**config.mk**
```make
export PLATFORM = sky130hd
export DESIGN_NAME = pipe_skid_register
export DESIGN_NICKNAME = d
export VERILOG_FILES = /design/src/rtl/pipe_skid_register.sv
export SDC_FILE = /design/constraint.sdc
export NUM_CORES = 1
export LEC_CHECK = 0
export ABC_AREA = 1
export CORE_AREA = 4 4 138 74
export DETAILED_ROUTE_END_ITERATION = 16
export DIE_AREA = 0 0 142 78
export GPL_ROUTABILITY_DRIVEN = 0
export PLACE_DENSITY_LB_ADDON = 0.3
export SETUP_SLACK_MARGIN = 0.4
export SLEW_MARGIN = 10
export SYNTH_ARGS = -nofsm -noshare
export SYNTH_HDL_FRONTEND = slang
export SYNTH_SLANG_ARGS = --single-unit
```
**constraint.sdc**
```tcl
create_clock -name clk -period 3.3 [get_ports clk]
set_input_delay 0.495 -clock clk [delete_from_list [all_inputs] [get_ports clk]]
set_output_delay 0.495 -clock clk [all_outputs]
set_load 0.01 [all_outputs]
```
**src/rtl/pipe_skid_register.sv**
```systemverilog
// pipe_skid_register: valid/ready pipeline stage with 2-entry skid buffer; PIPE_SKID_STALL_CNT_EN adds stall_cnt
module pipe_skid_register #(
  parameter int WIDTH = 32,
  parameter RESET_VAL = 32'h0040_0000,
  parameter int CNT_W = 16
) (
  input  logic             clk,
  input  logic             rst,
  input  logic             flush,
  input  logic             in_valid,
  input  logic [WIDTH-1:0] in_data,
  output logic             in_ready,
  output logic             out_valid,
  output logic [WIDTH-1:0] out_data,
`ifdef PIPE_SKID_STALL_CNT_EN
  output logic [CNT_W-1:0] stall_cnt,
`endif
  input  logic             out_ready
);
  localparam logic [WIDTH-1:0] RV = WIDTH'(RESET_VAL);
  typedef enum logic [1:0] {EMPTY, ONE, FULL} state_t;
  state_t state, state_n;
  logic [WIDTH-1:0] main, skid, main_n, skid_n;
  logic accept, drain;
  assign in_ready  = state != FULL;
  assign out_valid = state != EMPTY;
  assign out_data  = main;
  assign accept    = in_valid & in_ready;
  assign drain     = out_valid & out_ready;
  always_comb begin
    state_n = flush ? EMPTY :
              state == EMPTY ? (accept ? ONE : EMPTY) :
              state == ONE ? ((accept & !drain) ? FULL : (!accept & drain) ? EMPTY : ONE) :
              (drain ? ONE : FULL);
    main_n = flush ? RV :
             (accept & (state == EMPTY | drain)) ? in_data :
             (state == FULL & drain) ? skid : main;
    skid_n = flush ? RV : (state == ONE & accept & !drain) ? in_data : skid;
  end
  always_ff @(posedge clk or negedge rst)
    if (!rst) begin
      state <= EMPTY;
      main  <= RV;
      skid  <= RV;
    end else begin
      state <= state_n;
      main  <= main_n;
      skid  <= skid_n;
    end
`ifdef PIPE_SKID_STALL_CNT_EN
  always_ff @(posedge clk or negedge rst)
    if (!rst) stall_cnt <= '0;
    else if (out_valid & !out_ready & ~&stall_cnt) stall_cnt <= stall_cnt + 1'b1;
`else
  logic [CNT_W-1:0] unused_cnt;
  assign unused_cnt = '0;
`endif
endmodule

```
==> out/metrics.csv, run 1 <==
stage,metric,value,unit
power_and_ir_drop,p_sw,0.525,mW
status,status,completed,
yosys,yosysUniqueCellTypes,21,
worst_setup_path,r2r-end,out_data[6],
clocking,cts_sinks,66,
clocking,htreeDepth,3,
global_route,track_usage,0.156,
floorplanning,pin_count,71,
power_and_ir_drop,p_total,2.15,mW
clocking,cts_tree,yes,
timing,drv_slew,0,
timing,hold_viol,0,
worst_setup_path,startpoint_type,input pin,
yosys,ys_seq_area_frac,0.537,
worst_setup_path,crit_path_end_kind,flip-flop,
timing,hold_ws,0.261,ns
worst_setup_path,cp.arrival,2.44,ns
power_and_ir_drop,peakVddDrop,0.265,mV
drt,num_vias,2717,
floorplanning,core_area,9100,µm²
yosys,synth-seq-cells,66,
timing,slew_headroom,0.448,
power_and_ir_drop,seqPwrFrac,0.408,
global_route,grt_pass1_vias,2667,
power_and_ir_drop,switching_share,0.245,
cells_and_area,fin_util,0.460,
power_and_ir_drop,p_clk_frac,0.458,
floorplanning,die_area,11100,µm²
worst_setup_path,critPathTopFamily,buffers and inverters,
global_route,grt_start_max_net_pins,67,
cells_and_area,final_common_cell,nand2_1,
yosys,syn_area,3080,µm²
worst_setup_path,critPathMaxStageDelay,0.57,ns
clocking,clkSlewWorstSetupHoldPaths,0.06,ns
cells_and_area,layout_common_cells,"nand2_1 (103), clkdlybuf4s50_1 (69), inv_1 (64), dfrtp_1 (64), nand4_1 (34)",
worst_setup_path,crit_slowest_cell,buf_4,
floorplanning,initial_utilization,0.338,
placed_design,port_buffers,70,
global_route,grt_overflow,0,
timing,layout_setup_ws,1.12,ns
floorplanning,die_y,78,µm
drt,wire_per_inst,14.7,µm
drt,drc,0,
timing,worst_pin_slew,0.828,ns
timing,rsz0062_at_grt,false,
worst_setup_path,timing.critical_path.buf_inv,3,
drt,vias_per_cell,4.84,
cells_and_area,area_delta_synth_final,36.1,%
power_and_ir_drop,p_leak,1.98,nW
cells_and_area,num-nets-final,473,
worst_setup_path,critPathMostFrequentCell,nand2_1,
placed_design,dp_hpwl,5270,µm
clocking,cts_root_buf,clkbuf_16,
worst_setup_path,worst_r2r_path_depth,8,
drt,wl,8250,µm
drt,ant_nets,0,
hold_path,hp-class,input pin to asynchronous set/reset pin,
floorplanning,dieWidth,142,µm
worst_setup_path,crit_chain,clkdlybuf4s50_1 > inv_2 > nand2_1 > nand3_4 > buf_4 > nand2_1 > o21ai_1 > nand2_1 > nand2_1,
drt,drtPass1Iterations,4,
worst_setup_path,path_class,input pin to flip-flop,
clocking,cts_resized,0,
worst_setup_path,r2r_setup_slack,1.45,ns
yosys,synthCells,373,
yosys,synth_nets,411,
timing,fin_crit_sh,0.661,
cells_and_area,fin_area,4190,µm²
timing,setup_viol,0,
global_route,grt_pass1_wl,13600,µm
clocking,cts-buffers-inserted,9,
placed_design,pre_cts_ws,0.796,ns
floorplanning,rows,25,
clocking,clk_latency,0.33,ns
clocking,cts_setup_buffers,0,
placed_design,post-place-cells,545,
run,drv_cap,0,
cells_and_area,antenna_cells,0,
drt,drt-initial-drc-count,114,
placed_design,place_area,3880,µm²
worst_setup_path,r2r_start,state[0],
worst_setup_path,worst-path-max-fanout,66,
timing,max_clock_freq,0.459,GHz
global_route,antenna_found_initial,0,
power_and_ir_drop,power_frac_comb,0.134,
clocking,clock_path_buffers,2,
cells_and_area,drive_gt1_frac,0.0705,
cells_and_area,fin_cells,561,
clocking,cts_hold_buf,0,
power_and_ir_drop,powerDensity,512,nW/µm²
power_and_ir_drop,p_int,1.62,mW
timing,clock_skew,0.00681,ns
worst_setup_path,cp.required,3.56,ns
timing,setup_tns,0,ns
timing,period_needed,2.18,ns
yosys,yosys_warnings,0,
yosys,synth.avg_cell_area,8.25,µm²
cell families (layout without fill, tap and decap cells):
kind of cell	Yosys count	after routing	share of synthesized area
compound gates	69	69	0.127
fa+ha+maj	1	1	0.00406
buf+inv	92	159	0.123
flops	66	66	0.537
simple gates	145	145	0.209
state kept, by name, summed over array words and instances (netlist names):
signal	flops
out_data	32
skid	32
state	2
synthesized netlist by cell type:
cell type    n  share of area
nand3_1      3         0.0049
nand2_1    103           0.13
nand3_2      1         0.0033
a21oi_1      2         0.0033
buf_2        9          0.015
a21oi_2      1         0.0028
o22ai_1     31          0.063
dfstp_2      2          0.017
inv_1       64          0.078
inv_2        3         0.0037
nand4_1     34          0.069
o21ai_1     10          0.016
ha_1         1         0.0041
clkbuf_1    11          0.013
buf_6        1         0.0037
nand2_2      1         0.0020
nor2_1       3         0.0037
o21ai_0     24          0.039
buf_4        4         0.0098
dfrtp_1     64           0.52
a21boi_0     1         0.0024
cell type report:
type                            count  area, µm²
Clock buffer                       14        274
Clock inverter                      2       35.0
Fill cell                         867       4910
Inverter                           67        251
Multi-Input combinational cell    215       1070
Sequential cell                    66       1650
Tap cell                          121        151
Timing Repair Buffer               76        753
how the worst max path moves through the flow:
stage,from,endpoint,cells after the start
after global placement,out_ready,out_data[6],9
after detailed placement,out_ready,out_data[6],9
after global routing,out_ready,out_data[0],9
after floorplan,out_ready,out_data[0],9
after CTS,out_ready,out_data[6],9
final,out_ready,out_data[6],9
routing by layer:
metal	global-route usage	part of all wire	wire (µm)	vias up
li1	-	-	-	1334
met1	0.224	0.51	4220	1288
met2	0.220	0.41	3360	85
met3	0.0530	0.069	565	10
met4	0.0508	0.012	101	0
met5	0	0	0	-
power by group through the flow:
| stage | sequential (mW) | combinational (mW) | clock (mW) |
|---|---|---|---|
| 4_1_cts | 0.875 | 0.292 | 1.00 |
| 3_5_place_dp | 0.888 | 0.291 | 0 |
| 3_3_place_gp | 0.888 | 0.286 | 0 |
| 2_1_floorplan | 0.892 | 0.136 | 0 |
| 6_report | 0.875 | 0.288 | 0.982 |
| 5_1_grt | 0.879 | 0.321 | 1.04 |
worst register-to-register path: cells and delay by family, from the launching register on:
family	cells	cell delay (ns)
AOI/OAI and AO/OA	1	0.10
buffers and inverters	2	0.66
and+or+nand+nor	5	0.63
DFF	1	0.39
No activity file was read; power rests on OpenSTA's default activity.
==> inputs of run 2 (changes only) <==
==> constraint.sdc (replaced) <==
create_clock -name clk -period 2 [get_ports clk]
set_input_delay 0.3 -clock clk [delete_from_list [all_inputs] [get_ports clk]]
set_output_delay 0.3 -clock clk [all_outputs]
set_load 0.01 [all_outputs]
==> run 2 against run 1 <==
  * Clock-buffer cell count did not move
  * Non-clock buffer count up 9
  * Largest power group unchanged
  * Sequential power increased by 65%
  * Final area grew 3.0%
  * Register-to-register slack got worse by 0.81 ns
  * Via count up 0.29%
  * Core utilization grew 1.4 points
  * Highest routed layer unchanged
  * First-iteration DRC count rose by 60%
  * Die area unchanged
  * Power rose by 64%
  * Global-route usage shrank 0.35 points
  * Cell count increased by 1.6%
  * Largest cell class unchanged
==> out/metrics.csv, run 2 (same netlist as run 1, synthesis figures left out) <==
stage,metric,value,unit
status,status,completed,
global_route,grt_pass1_vias,2762,
hold_path,hp-class,input pin to asynchronous set/reset pin,
global_route,antenna_found_initial,0,
worst_setup_path,critPathMaxStageDelay,0.55,ns
cells_and_area,fin_util,0.474,
clocking,cts_root_buf,clkbuf_16,
worst_setup_path,worst-path-max-fanout,2,
cells_and_area,final_common_cell,nand2_1,
floorplanning,die_area,11100,µm²
worst_setup_path,crit_chain,clkdlybuf4s50_1,
clocking,cts-buffers-inserted,9,
timing,max_clock_freq,0.645,GHz
worst_setup_path,startpoint_type,flip-flop,
floorplanning,rows,25,
cells_and_area,num-nets-final,482,
placed_design,port_buffers,70,
drt,drt-initial-drc-count,182,
global_route,grt_start_max_net_pins,52,
cells_and_area,layout_common_cells,"nand2_1 (103), inv_1 (64), clkdlybuf4s50_1 (64), dfrtp_1 (64), nand4_1 (34)",
clocking,htreeDepth,3,
worst_setup_path,cp.required,1.70,ns
cells_and_area,area_delta_synth_final,40.1,%
global_route,track_usage,0.153,
timing,hold_ws,0.381,ns
power_and_ir_drop,p_leak,2.07,nW
worst_setup_path,cp.arrival,1.25,ns
timing,setup_tns,0,ns
floorplanning,pin_count,71,
worst_setup_path,timing.critical_path.buf_inv,1,
drt,ant_nets,0,
global_route,grt_overflow,0,
cells_and_area,antenna_cells,0,
global_route,grt_pass1_wl,13600,µm
run,drv_cap,0,
timing,hold_viol,0,
clocking,clkSlewWorstSetupHoldPaths,0.05,ns
floorplanning,die_y,78,µm
floorplanning,initial_utilization,0.338,
timing,rsz0062_at_grt,false,
timing,fin_crit_sh,0.775,
drt,drc,0,
power_and_ir_drop,peakVddDrop,0.496,mV
clocking,clk_latency,0.32,ns
placed_design,dp_hpwl,5240,µm
timing,worst_pin_slew,0.283,ns
drt,drtPass1Iterations,6,
drt,vias_per_cell,4.78,
worst_setup_path,crit_slowest_cell,clkdlybuf4s50_1,
timing,clock_skew,0.00341,ns
cells_and_area,drive_gt1_frac,0.0846,
cells_and_area,fin_area,4310,µm²
drt,num_vias,2725,
drt,wire_per_inst,14.1,µm
drt,wl,8050,µm
floorplanning,dieWidth,142,µm
timing,setup_viol,0,
power_and_ir_drop,powerDensity,817,nW/µm²
timing,period_needed,1.55,ns
worst_setup_path,critPathTopFamily,buffers and inverters,
placed_design,place_area,3980,µm²
worst_setup_path,path_class,flip-flop to output port,
clocking,cts_tree,yes,
clocking,cts_sinks,66,
floorplanning,core_area,9100,µm²
worst_setup_path,crit_path_end_kind,output port,
clocking,clock_path_buffers,2,
timing,drv_slew,0,
timing,slew_headroom,0.811,
==> run 2: timing repair <==
item,CTS,global route
hold endpoints to repair,7,0
endpoints found under the setup margin,3,33
gates resized for setup,3,2
pin swaps,0,1
setup buffers,1,2
hold buffers,1,0
==> run 2: final timing paths <==
| check | from | end | slack [ns] | depth (start not counted) |
|---|---|---|---|---|
| max in group asynchronous | rst | skid[22] | 1.06 | 3 |
| setup reg to reg | state[1] | out_data[18] | 0.64 | 6 |
| hold reg to reg | skid[22] | skid[22] | 0.50 | 2 |
| min in group clk | skid[22] | skid[22] | 0.50 | 2 |
| setup / recovery | out_data[20] | out_data[20] | 0.45 | 1 |
| hold / removal | rst | out_data[12] | 0.38 | 2 |
==> run 2: area by class of cell <==
class	instances	area [µm²]
sequential	66	1650
tap	121	151
multi-input combinational	215	1070
fill	866	4790
inverter	67	251
timing repair buffer	85	887
clock inverter	2	35.0
clock buffer	14	264
==> run 2: where the power goes <==
group	internal [mW]	switching [mW]
Combinational	0.235	0.276
Clock	1.03	0.538
Sequential	1.40	0.0399
==> run 2: stage by stage <==
stage | total power [mW] | std cells | setup WS (ns)
6_report | 3.52 | 570 | 0.449
5_1_grt | 3.69 | 570 | 0.403
3_5_place_dp | 1.98 | 550 | 0.106
4_1_cts | 3.56 | 568 | 0.404
3_3_place_gp | 1.97 | 550 | 0.138
2_1_floorplan | 1.70 | 373 | 0.748
==> run 2: metal layers <==
metal  GRT usage  routed length, µm
met5           0                  0
met4      0.0383                 35
met3      0.0530                460
met2       0.217               3400
met1       0.220               4160
